File: src/rtl/nibble_serial_adder.sv
// Serial nibble adder: WIDTH-bit operands summed one nibble per clock
// through a single 4-bit ripple-carry adder, with valid/ready on both sides.

// rca_4bit: 4-bit ripple-carry adder built from full-adder cells.
// Latency: combinational, zero cycles.
// Backpressure: none; a pure function of its inputs.
module rca_4bit (
    input  logic [3:0] a,
    input  logic [3:0] b,
    input  logic       cin,
    output logic [3:0] s,
    output logic       cout
);

    logic [4:0] c;

    assign c[0] = cin;

    for (genvar i = 0; i < 4; i++) begin : g_fa
        assign s[i]   = a[i] ^ b[i] ^ c[i];
        assign c[i+1] = (a[i] & b[i]) | (c[i] & (a[i] ^ b[i]));
    end

    assign cout = c[4];

endmodule

// nibble_serial_adder: a + b + cin, LSB nibble first, one nibble per clock.
// Latency: out_valid rises NIBBLES edges after the accepting edge.
// Backpressure: holds result in DONE while out_ready=0; in_ready=0 until IDLE.
module nibble_serial_adder #(
    parameter int WIDTH = 16
) (
    input  logic             clk,
    input  logic             rst,
    input  logic             in_valid,
    output logic             in_ready,
    input  logic [WIDTH-1:0] a,
    input  logic [WIDTH-1:0] b,
    input  logic             cin,
    output logic             out_valid,
    input  logic             out_ready,
    output logic [WIDTH-1:0] sum,
    output logic             cout,
    output logic             busy
);

    localparam int NIBBLES = WIDTH / 4;
    localparam int CW      = (NIBBLES > 1) ? $clog2(NIBBLES) : 1;
    localparam logic [CW-1:0] LAST_NIB = CW'(NIBBLES - 1);

    typedef enum logic [1:0] {
        IDLE = 2'd0,
        RUN  = 2'd1,
        DONE = 2'd2
    } state_t;

    state_t           state;
    state_t           state_nxt;

    logic [WIDTH-1:0] a_sh;
    logic [WIDTH-1:0] b_sh;
    logic             carry;
    logic [CW-1:0]    cnt;
    logic [WIDTH-1:0] sum_r;
    logic             cout_r;

    logic [3:0]       nib_s;
    logic             nib_cout;
    logic [WIDTH-1:0] sum_shift;
    logic             last_nib;
    logic             in_fire;

    rca_4bit u_rca (
        .a    (a_sh[3:0]),
        .b    (b_sh[3:0]),
        .cin  (carry),
        .s    (nib_s),
        .cout (nib_cout)
    );

    // New nibble enters at the top; after NIBBLES shifts nibble 0 sits at the bottom.
    if (NIBBLES == 1) begin : g_shift_one
        assign sum_shift = nib_s;
    end else begin : g_shift_many
        assign sum_shift = {nib_s, sum_r[WIDTH-1:4]};
    end

    assign last_nib = (cnt == LAST_NIB);
    assign in_fire  = in_valid && in_ready;

    // State register
    always_ff @(posedge clk) begin
        if (rst) begin
            state <= IDLE;
        end else begin
            state <= state_nxt;
        end
    end

    // Next-state logic
    always_comb begin
        state_nxt = state;
        case (state)
            IDLE: if (in_fire)   state_nxt = RUN;
            RUN:  if (last_nib)  state_nxt = DONE;
            DONE: if (out_ready) state_nxt = IDLE;
            default:             state_nxt = IDLE;
        endcase
    end

    // Output logic
    always_comb begin
        in_ready  = 1'b0;
        out_valid = 1'b0;
        busy      = 1'b1;
        case (state)
            IDLE: begin
                in_ready = !rst;
                busy     = 1'b0;
            end
            DONE:    out_valid = 1'b1;
            default: ;
        endcase
    end

    // Operand shifters, carry chain register, nibble counter and result
    always_ff @(posedge clk) begin
        if (rst) begin
            a_sh   <= '0;
            b_sh   <= '0;
            carry  <= 1'b0;
            cnt    <= '0;
            sum_r  <= '0;
            cout_r <= 1'b0;
        end else begin
            case (state)
                IDLE: begin
                    if (in_fire) begin
                        a_sh  <= a;
                        b_sh  <= b;
                        carry <= cin;
                        cnt   <= '0;
                    end
                end
                RUN: begin
                    a_sh  <= a_sh >> 4;
                    b_sh  <= b_sh >> 4;
                    carry <= nib_cout;
                    cnt   <= cnt + CW'(1);
                    sum_r <= sum_shift;
                    if (last_nib) begin
                        cout_r <= nib_cout;
                    end
                end
                default: ;
            endcase
        end
    end

    assign sum  = sum_r;
    assign cout = cout_r;

endmodule

File: config.mk
export PLATFORM = sky130hd
export DESIGN_NAME = nibble_serial_adder
export DESIGN_NICKNAME = d
export VERILOG_FILES = /design/src/rtl/nibble_serial_adder.sv
export SDC_FILE = /design/constraint.sdc
export NUM_CORES = 1
export LEC_CHECK = 0
export BUFFER_PORTS_ARGS = -buffer_cell sky130_fd_sc_hd__clkbuf_2
export CAP_MARGIN = 5
export CORE_ASPECT_RATIO = 1.25
export CORE_MARGIN = 2
export CORE_UTILIZATION = 52
export CTS_CLUSTER_SIZE = 28
export DETAILED_ROUTE_END_ITERATION = 10
export PLACE_DENSITY = 0.88
export SKIP_LAST_GASP = 1
export SYNTH_ARGS = -nofsm -noshare
export SYNTH_HDL_FRONTEND = slang
export SYNTH_SLANG_ARGS = --single-unit
File: constraint.sdc
create_clock -name clk -period 2.6 [get_ports clk]
set_input_delay 0.26 -clock clk [delete_from_list [all_inputs] [get_ports clk]]
set_output_delay 0.26 -clock clk [all_outputs]
set_load 0.05 [all_outputs]
==> flow_summary.ini, run 1 <==
[clock_tree]
cts.clk_slew.worst_paths_ns = 0.10
cts_sinks = 54
root_buffer = clkbuf_8
cts_made_buffers = 5
cts_setup_buffers = 0
cts_resized = 0
clock_latency_ns = 0.31
htree_levels = 2
cts_tree = built
ctsLongestPathBuffers = 2
hold_buffers = 0

[yosys]
ys.warnings.count = 0
synth_top_cell_area_share = 0.467
synth-seq-cells = 54
synth_most_common_cell = dfxtp_1
synth_mux_area_frac = 0
synth_edf_count = 0
yosys.area.top_type = dfxtp_1
syn_nets = 315
async_reset_ff_frac = 0
synth_top_family_by_area = compound AO/OA/AOI/OAI gates
synth.distinct_cells = 29
syn_inst = 273
ys.flop_type = dfxtp_1
synth_adder_area_share = 0.0400
synth_area_leaders = dfxtp_1 47%, a211oi_1 8.4%, nand2_1 7.5%
synth_xor_area_frac = 0
synth-simple-area-share = 0.187
syn_area_per_cell_um2 = 8.49
ys_seq_area_frac = 0.467
synth.cell_area_um2 = 2320
ys_top_cells_by_count = 54 x dfxtp_1, 46 x nand2_1, 42 x nor2_1
synth_compound_area_frac = 0.237

[floorplanning]
die-area_um2 = 5010
start_util = 0.532
die_w_um = 63.7
rows = 27
die_y_um = 78.6
ios = 57
core_area_um2 = 4360

[hold_path]
min_from = b[13]
holdPathStages = 3
hold_class = in -> reg
whs_endpoint = b_sh[13]$_SDFFE_PP0P_

[power_and_ir_drop]
peakVddDrop_mv = 0.472
p_per_area_nw_per_um2 = 627
p_leak_nw = 1.09

[placement]
hpwlAfterDp_um = 3200
gp_congestion = 0.758
portBuffers = 56

[drt]
drt_first_pass_iters = 4
ant_nets = 0
finalWirelength_um = 4650
wl_per_cell_um = 12.4
drc = 0
drtIter0Drc = 146
via_count = 1976
viasPerCell = 5.27

[timing]
finalCritPeriodShare = 0.815
fmax_mhz = 472
fin_crit_ns = 2.12
setup_violations = 0
rsz0062_at_grt = false
hold_viol_final = 0
timing.slew.headroom = 0.501
slew_viol_final = 0
holdWs_ns = 0.161
finalSetupTns_ns = 0
skew_ns = 0.0120
worst_pin_slew_ns = 0.747

[setup_path]
crit_arrival_ns = 2.35
end_kind = flip-flop
reg2reg_depth = 8
crit_type = reg -> reg
r2r-end = sum[15]$_SDFFE_PP0P_
critPathLaunchType = flip-flop
crit_fanout = 2
r2r_start = a_sh[0]$_SDFFE_PP0P_
rrSetupSlack_ns = 0.48
crit_required_ns = 2.83

[global_route]
grt_antenna_before_repair = 0
gr-total-overflow = 0
grt_max_degree = 45
grt_pass1_wl_um = 7850
track_usage = 0.198
grt_pass1_vias = 1908

[layout]
areaGrowthSynthToFinish_pct = 15.3
drive_gt1_frac = 0.230
num_antenna_cells = 0
fin_nets = 358

[status]
status = finished, final reports clean

[job]
max_cap_violations = 0
-- cell type report --
type                    count  area (um2)
fillers                   382        1690
flip-flops and latches     54        1080
multi-input cells         185        1070
repair buffers             60         310
clock buffers               6        82.6
well taps                  58        72.6
inverters                  10        37.5
clock inverters             2        12.5
-- stage by stage --
| step | util | area (um2) | power (mW) | setup WS [ns] | instances |
|---|---|---|---|---|---|
| 2_1_floorplan | - | 2320 | 1.14 | 0.442 | 273 |
| 3_3_place_gp | 0.591 | 2580 | 1.20 | 0.530 | 367 |
| 3_5_place_dp | 0.591 | 2580 | 1.21 | 0.484 | 367 |
| 4_1_cts | 0.613 | 2670 | 1.69 | 0.475 | 375 |
| 5_1_grt | 0.613 | 2670 | 1.75 | 0.393 | 375 |
| 6_report | 0.613 | 2670 | 1.67 | 0.481 | 375 |
-- worst max-delay path: stages (launching register included) --
cell      delay (ns)
dfxtp_1         0.34
fa_1            0.41
inv_1           0.07
fa_1            0.15
inv_1           0.05
fa_1            0.35
inv_1           0.08
fa_1            0.40
a211oi_1        0.20
-- layout by cell type, fill, tap and decap left out, types with 4 or more instances in the layout --
cell,netlist,final
dfxtp_1,54,54
fa_1,4,4
clkbuf_8,1,6
nor2_1,42,42
a21oi_1,26,26
inv_1,9,9
o2bb2ai_1,13,13
a211oi_1,26,26
buf_4,0,4
nand2_1,46,46
o22ai_1,11,11
clkbuf_2,2,56
-- sequential cells by signal, summed over array words and instances (netlist names) --
| name | cells |
|---|---|
| state | 2 |
| cout | 1 |
| b_sh | 16 |
| carry | 1 |
| cnt | 2 |
| a_sh | 16 |
| sum | 16 |
-- layer usage --
layer | up-vias | global-route usage | share of wire
met1 | 883 | 0.216 | 0.45
li1 | 1025 | - | -
met3 | 7 | 0.0501 | 0.052
met5 | - | 0 | 0
met4 | 0 | 0.0783 | 0.015
met2 | 61 | 0.362 | 0.48
-- power breakdown --
| group | total, mW | internal [mW] | switching [mW] | leakage [nW] |
|---|---|---|---|---|
| logic | 0.270 | 0.103 | 0.168 | 0.602 |
| clock network | 0.485 | 0.215 | 0.271 | 0.0472 |
| registers | 0.918 | 0.880 | 0.0381 | 0.443 |
| total | 1.67 | 1.20 | 0.476 | 1.09 |
-- how the worst max path moves through the flow --
| stage | cells after the start | startpoint | to | slack [ns] |
|---|---|---|---|---|
| after floorplan | 4 | state[1]$_SDFFE_PP0P_ | in_ready | 0.44 |
| after global placement | 8 | a_sh[0]$_SDFFE_PP0P_ | sum[15]$_SDFFE_PP0P_ | 0.53 |
| after detailed placement | 8 | a_sh[0]$_SDFFE_PP0P_ | sum[15]$_SDFFE_PP0P_ | 0.48 |
| after CTS | 8 | a_sh[0]$_SDFFE_PP0P_ | sum[15]$_SDFFE_PP0P_ | 0.47 |
| after global routing | 8 | a_sh[0]$_SDFFE_PP0P_ | sum[15]$_SDFFE_PP0P_ | 0.39 |
| final | 8 | a_sh[0]$_SDFFE_PP0P_ | sum[15]$_SDFFE_PP0P_ | 0.48 |
-- cell families after synthesis --
kind of cell / Yosys count
DFF: 54
buffers and inverters: 34
adders and majority gates: 5
AOI/OAI and AO/OA: 80
and+or+nand+nor: 100
(Power assumes the default switching activity.)
==> inputs of run 2 (changes only) <==
--- a/config.mk
+++ b/config.mk
@@ -9,10 +9,10 @@
 export CAP_MARGIN = 5
 export CORE_ASPECT_RATIO = 1.25
 export CORE_MARGIN = 2
-export CORE_UTILIZATION = 52
+export CORE_UTILIZATION = 47
 export CTS_CLUSTER_SIZE = 28
 export DETAILED_ROUTE_END_ITERATION = 10
-export PLACE_DENSITY = 0.88
+export PLACE_DENSITY = 0.84
 export SKIP_LAST_GASP = 1
 export SYNTH_ARGS = -nofsm -noshare
 export SYNTH_HDL_FRONTEND = slang
==> constraint.sdc (replaced) <==
create_clock -name clk -period 1.9 [get_ports clk]
set_input_delay 0.19 -clock clk [delete_from_list [all_inputs] [get_ports clk]]
set_output_delay 0.19 -clock clk [all_outputs]
set_load 0.05 [all_outputs]
==> flow_summary.ini, run 2 (same netlist as run 1, synthesis figures left out) <==
[timing]
worst_pin_slew_ns = 0.544
setup_ws_ns = -0.154
slew_viol_final = 0
fmax_mhz = 487
timing.slew.headroom = 0.637
rsz0062_at_grt = true
holdWs_ns = 0.0955
hold_viol_final = 0
setup_violations = 3
fin_crit_ns = 2.05
finalCritPeriodShare = 1.08
skew_ns = 0.00482

[clock_tree]
cts_setup_buffers = 0
root_buffer = clkbuf_8
clock_latency_ns = 0.31
htree_levels = 2
cts_made_buffers = 5
hold_buffers = 0
cts.clk_slew.worst_paths_ns = 0.09
cts_tree = built
cts_sinks = 54
ctsLongestPathBuffers = 2

[floorplanning]
die_w_um = 66.8
die-area_um2 = 5510
rows = 28
ios = 57
die_y_um = 82.5
core_area_um2 = 4730
start_util = 0.490

[power_and_ir_drop]
p_leak_nw = 1.13
peakVddDrop_mv = 0.481
p_per_area_nw_per_um2 = 824
p_total_mw = 2.26

[placement]
gp_congestion = 0.750
portBuffers = 56
hpwlAfterDp_um = 3620

[setup_path]
crit_arrival_ns = 2.29
crit_fanout = 2
r2r_start = a_sh[0]$_SDFFE_PP0P_
rrSetupSlack_ns = -0.15
critPathLaunch = a_sh[0]$_SDFFE_PP0P_
end_kind = flip-flop
critPathLaunchType = flip-flop
crit_required_ns = 2.14
crit_type = reg -> reg

[status]
violations = setup timing
status = finished, violations left

[drt]
ant_nets = 0
wl_per_cell_um = 12.9
drt_first_pass_iters = 4
drtIter0Drc = 81
finalWirelength_um = 4960
viasPerCell = 5.27
via_count = 2023
drc = 0

[global_route]
gr-total-overflow = 0
track_usage = 0.208
gr-usage-met1 = 0.242
grt_pass1_wl_um = 8850
use_met2 = 0.377
grt_antenna_before_repair = 0
grt_pass1_vias = 2030
grt_max_degree = 28
top_usage_layer = met2
grtUsageMet3 = 0.0501

[job]
max_cap_violations = 0

[layout]
final_cell_mix = 56 x clkbuf_2, 52 x dfxtp_1, 46 x nand2_1, 41 x nor2_1, 26 x a21oi_1
final_common_cell = clkbuf_2
drive_gt1_frac = 0.269
areaGrowthSynthToFinish_pct = 18.5
fin_nets = 366
num_antenna_cells = 0

[hold_path]
min_from = b[14]
hold_class = in -> reg
## run 2: cell count changes in the layout (fill, tap and decap cells not counted), moves of 2 or more
cell	previous run	this run
inv_1	9	7
dfxtp_1	54	52
buf_4	4	11
clkbuf_1	0	2
fa_1	4	1
fa_2	0	3
dfxtp_2	0	2
inv_2	0	2
## run 2: area by class of cell
class	count	area (um2)
Timing Repair Buffer	68	383
Clock buffer	7	76.3
Inverter	10	37.5
Sequential cell	54	1080
Tap cell	60	75.1
Fill cell	446	1980
Multi-Input combinational cell	185	1090
## run 2: worst max-delay path, stage by stage (launching register included)
cell	delay, ns
dfxtp_2	0.34
fa_2	0.38
inv_2	0.07
fa_2	0.18
inv_1	0.05
fa_2	0.33
inv_2	0.06
fa_1	0.41
a211oi_2	0.18
## run 2: where the power goes
part	internal [mW]	total (mW)	leakage (nW)	switching [mW]
clock	0.255	0.599	0.0383	0.345
combinational	0.163	0.407	0.643	0.243
sequential	1.21	1.26	0.444	0.0507
total	1.62	2.26	1.13	0.639
## run 2: routing by layer
metal	share of wire	up-vias
met4	0.016	0
met3	0.051	8
li1	-	1035
met2	0.49	63
met1	0.45	917
met5	0	-
## run 2: worst paths after layout
check	cells past startpoint	to
max	8	sum[15]$_SDFFE_PP0P_
max reg2reg	8	sum[15]$_SDFFE_PP0P_
min reg2reg	2	sum[3]$_SDFFE_PP0P_
min	3	b_sh[14]$_SDFFE_PP0P_
## run 2: timing repair
action	CTS	global route
gates resized for setup	2	0
setup endpoints to repair	3	3
pin swaps	3	0
## run 2: metrics by stage
stage | std cells | instance area (um2) | setup TNS, ns | setup slack, ns | utilization
floorplan | 273 | 2330 | -0.172 | -0.119 | -
global placement | 377 | 2660 | -0.265 | -0.145 | 0.563
detailed placement | 377 | 2660 | -0.449 | -0.203 | 0.563
CTS | 384 | 2750 | -0.368 | -0.159 | 0.580
global route | 384 | 2750 | -0.620 | -0.220 | 0.580
finish | 384 | 2750 | -0.362 | -0.154 | 0.580
==> inputs of run 3 (changes only) <==
--- a/config.mk
+++ b/config.mk
@@ -5,7 +5,7 @@
 export SDC_FILE = /design/constraint.sdc
 export NUM_CORES = 1
 export LEC_CHECK = 0
-export BUFFER_PORTS_ARGS = -buffer_cell sky130_fd_sc_hd__clkbuf_2
+export BUFFER_PORTS_ARGS = -buffer_cell sky130_fd_sc_hd__buf_4
 export CAP_MARGIN = 5
 export CORE_ASPECT_RATIO = 1.25
 export CORE_MARGIN = 2
@@ -17,3 +17,4 @@
 export SYNTH_ARGS = -nofsm -noshare
 export SYNTH_HDL_FRONTEND = slang
 export SYNTH_SLANG_ARGS = --single-unit
+export TNS_END_PERCENT = 50
==> flow_summary.ini, run 3 (same netlist as run 1, synthesis figures left out) <==
[placement]
dp_cells = 375
gp_congestion = 0.751
post_dp_cell_area_um2 = 2770
hpwlAfterDp_um = 3570
portBuffers = 56

[floorplanning]
start_util = 0.490
die_w_um = 66.8
die-area_um2 = 5510
core_area_um2 = 4730
die_y_um = 82.5
ios = 57
rows = 28

[timing]
rsz0062_at_grt = true
fin_crit_ns = 2.10
finalCritPeriodShare = 1.11
skew_ns = 0.00401
hold_viol_final = 0
setup_violations = 2
holdWs_ns = 0.120
worst_pin_slew_ns = 0.522
slew_viol_final = 0
fmax_mhz = 476
setup_ws_ns = -0.200
timing.slew.headroom = 0.652

[setup_path]
slowest_stage = fa_2
crit_fanout = 2
crit_path_cell_trace = fa_2 > inv_2 > fa_2 > inv_1 > fa_2 > inv_2 > fa_2 > a211oi_2
crit_type = reg -> reg
crit_top_cell = fa_2
crit_arrival_ns = 2.34
end_kind = flip-flop
max_stage_delay_ns = 0.43
crit_required_ns = 2.14
critPathLaunchType = flip-flop

[global_route]
grt_max_degree = 29
gr-usage-met1 = 0.231
gr-total-overflow = 0
grt_antenna_before_repair = 0
grt_pass1_vias = 1972
grt_pass1_wl_um = 8550
grtUsageMet3 = 0.0501
track_usage = 0.205
use_met2 = 0.369
top_usage_layer = met2

[drt]
ant_nets = 0
drt_first_pass_iters = 4
viasPerCell = 5.27
via_count = 2022
drc = 0
finalWirelength_um = 5090
drtIter0Drc = 84
wl_per_cell_um = 13.2

[layout]
fin_nets = 365
areaGrowthSynthToFinish_pct = 25.3
finalNonFillerCells = 384
final_cell_mix = 67 x buf_4, 51 x dfxtp_1, 46 x nand2_1, 41 x nor2_1, 26 x a21oi_1
num_antenna_cells = 0
design_area_um2 = 2900
drive_gt1_frac = 0.281
fin_util = 0.614
final_common_cell = buf_4

[power_and_ir_drop]
p_leak_nw = 1.18
p_total_mw = 2.45
p_per_area_nw_per_um2 = 844
peakVddDrop_mv = 0.447

[clock_tree]
ctsLongestPathBuffers = 2
cts.clk_slew.worst_paths_ns = 0.09
clock_latency_ns = 0.31
cts_tree = built
htree_levels = 2
cts_sinks = 54
root_buffer = clkbuf_8
cts_made_buffers = 5

[status]
status = finished, violations left
violations = setup timing

[job]
max_cap_violations = 0

[hold_path]
hold_class = in -> reg
## run 3: cell count changes in the layout (fill, tap and decap cells not counted), sizes merged
cell,previous run,this run
clkbuf,63,5
buf,12,67
bufinv,0,1
clkinv,1,3
## run 3: power by group
group	switching (mW)	internal [mW]	total [mW]
sequential	0.0487	1.21	1.25
clock	0.371	0.388	0.760
combinational	0.247	0.190	0.438
total	0.668	1.78	2.45
## run 3: path summary, 6_finish.rpt
check	start	endpoint	slack (ns)	depth (start not counted)
worst max-delay path	b_sh[0]$_SDFFE_PP0P_	sum[15]$_SDFFE_PP0P_	-0.20	8
worst min-delay path	b[14]	b_sh[14]$_SDFFE_PP0P_	0.12	3
worst max register to register	b_sh[0]$_SDFFE_PP0P_	sum[15]$_SDFFE_PP0P_	-0.20	8
worst min register to register	sum[3]$_SDFFE_PP0P_	sum[3]$_SDFFE_PP0P_	0.46	2
## run 3: cell type report
type / instances / area (um2)
flip-flops and latches: 54 / 1090
inverters: 10 / 37.5
fillers: 429 / 1830
multi-input cells: 185 / 1090
repair buffers: 67 / 503
clock buffers: 5 / 68.8
clock inverters: 3 / 40.0
well taps: 60 / 75.1
## run 3: through the flow
| step | setup slack, ns | setup TNS, ns |
|---|---|---|
| floorplan | -0.128 | -0.133 |
| global placement | -0.170 | -0.217 |
| detailed placement | -0.240 | -0.497 |
| CTS | -0.164 | -0.433 |
| global route | -0.266 | -0.526 |
| finish | -0.200 | -0.256 |
## run 3: what timing repair did
item / in CTS / in global routing
setup buffers: 0 / 1
gates resized for setup: 7 / 4
hold buffers: 0 / 0
endpoints found under the setup margin: 3 / 3
pin swaps: 2 / 2
## run 3: metal layers
layer  share of wire  up-vias
li1                -     1035
met1            0.44      924
met2            0.50       54
met3           0.048        9
met4           0.017        0
met5               0        -
## run 3: critical path, delay by kind of cell (launching register included)
family | cells | cell delay (ns)
fa+ha+maj | 4 | 1.31
flops | 1 | 0.37
compound gates | 1 | 0.18
buf+inv | 3 | 0.17
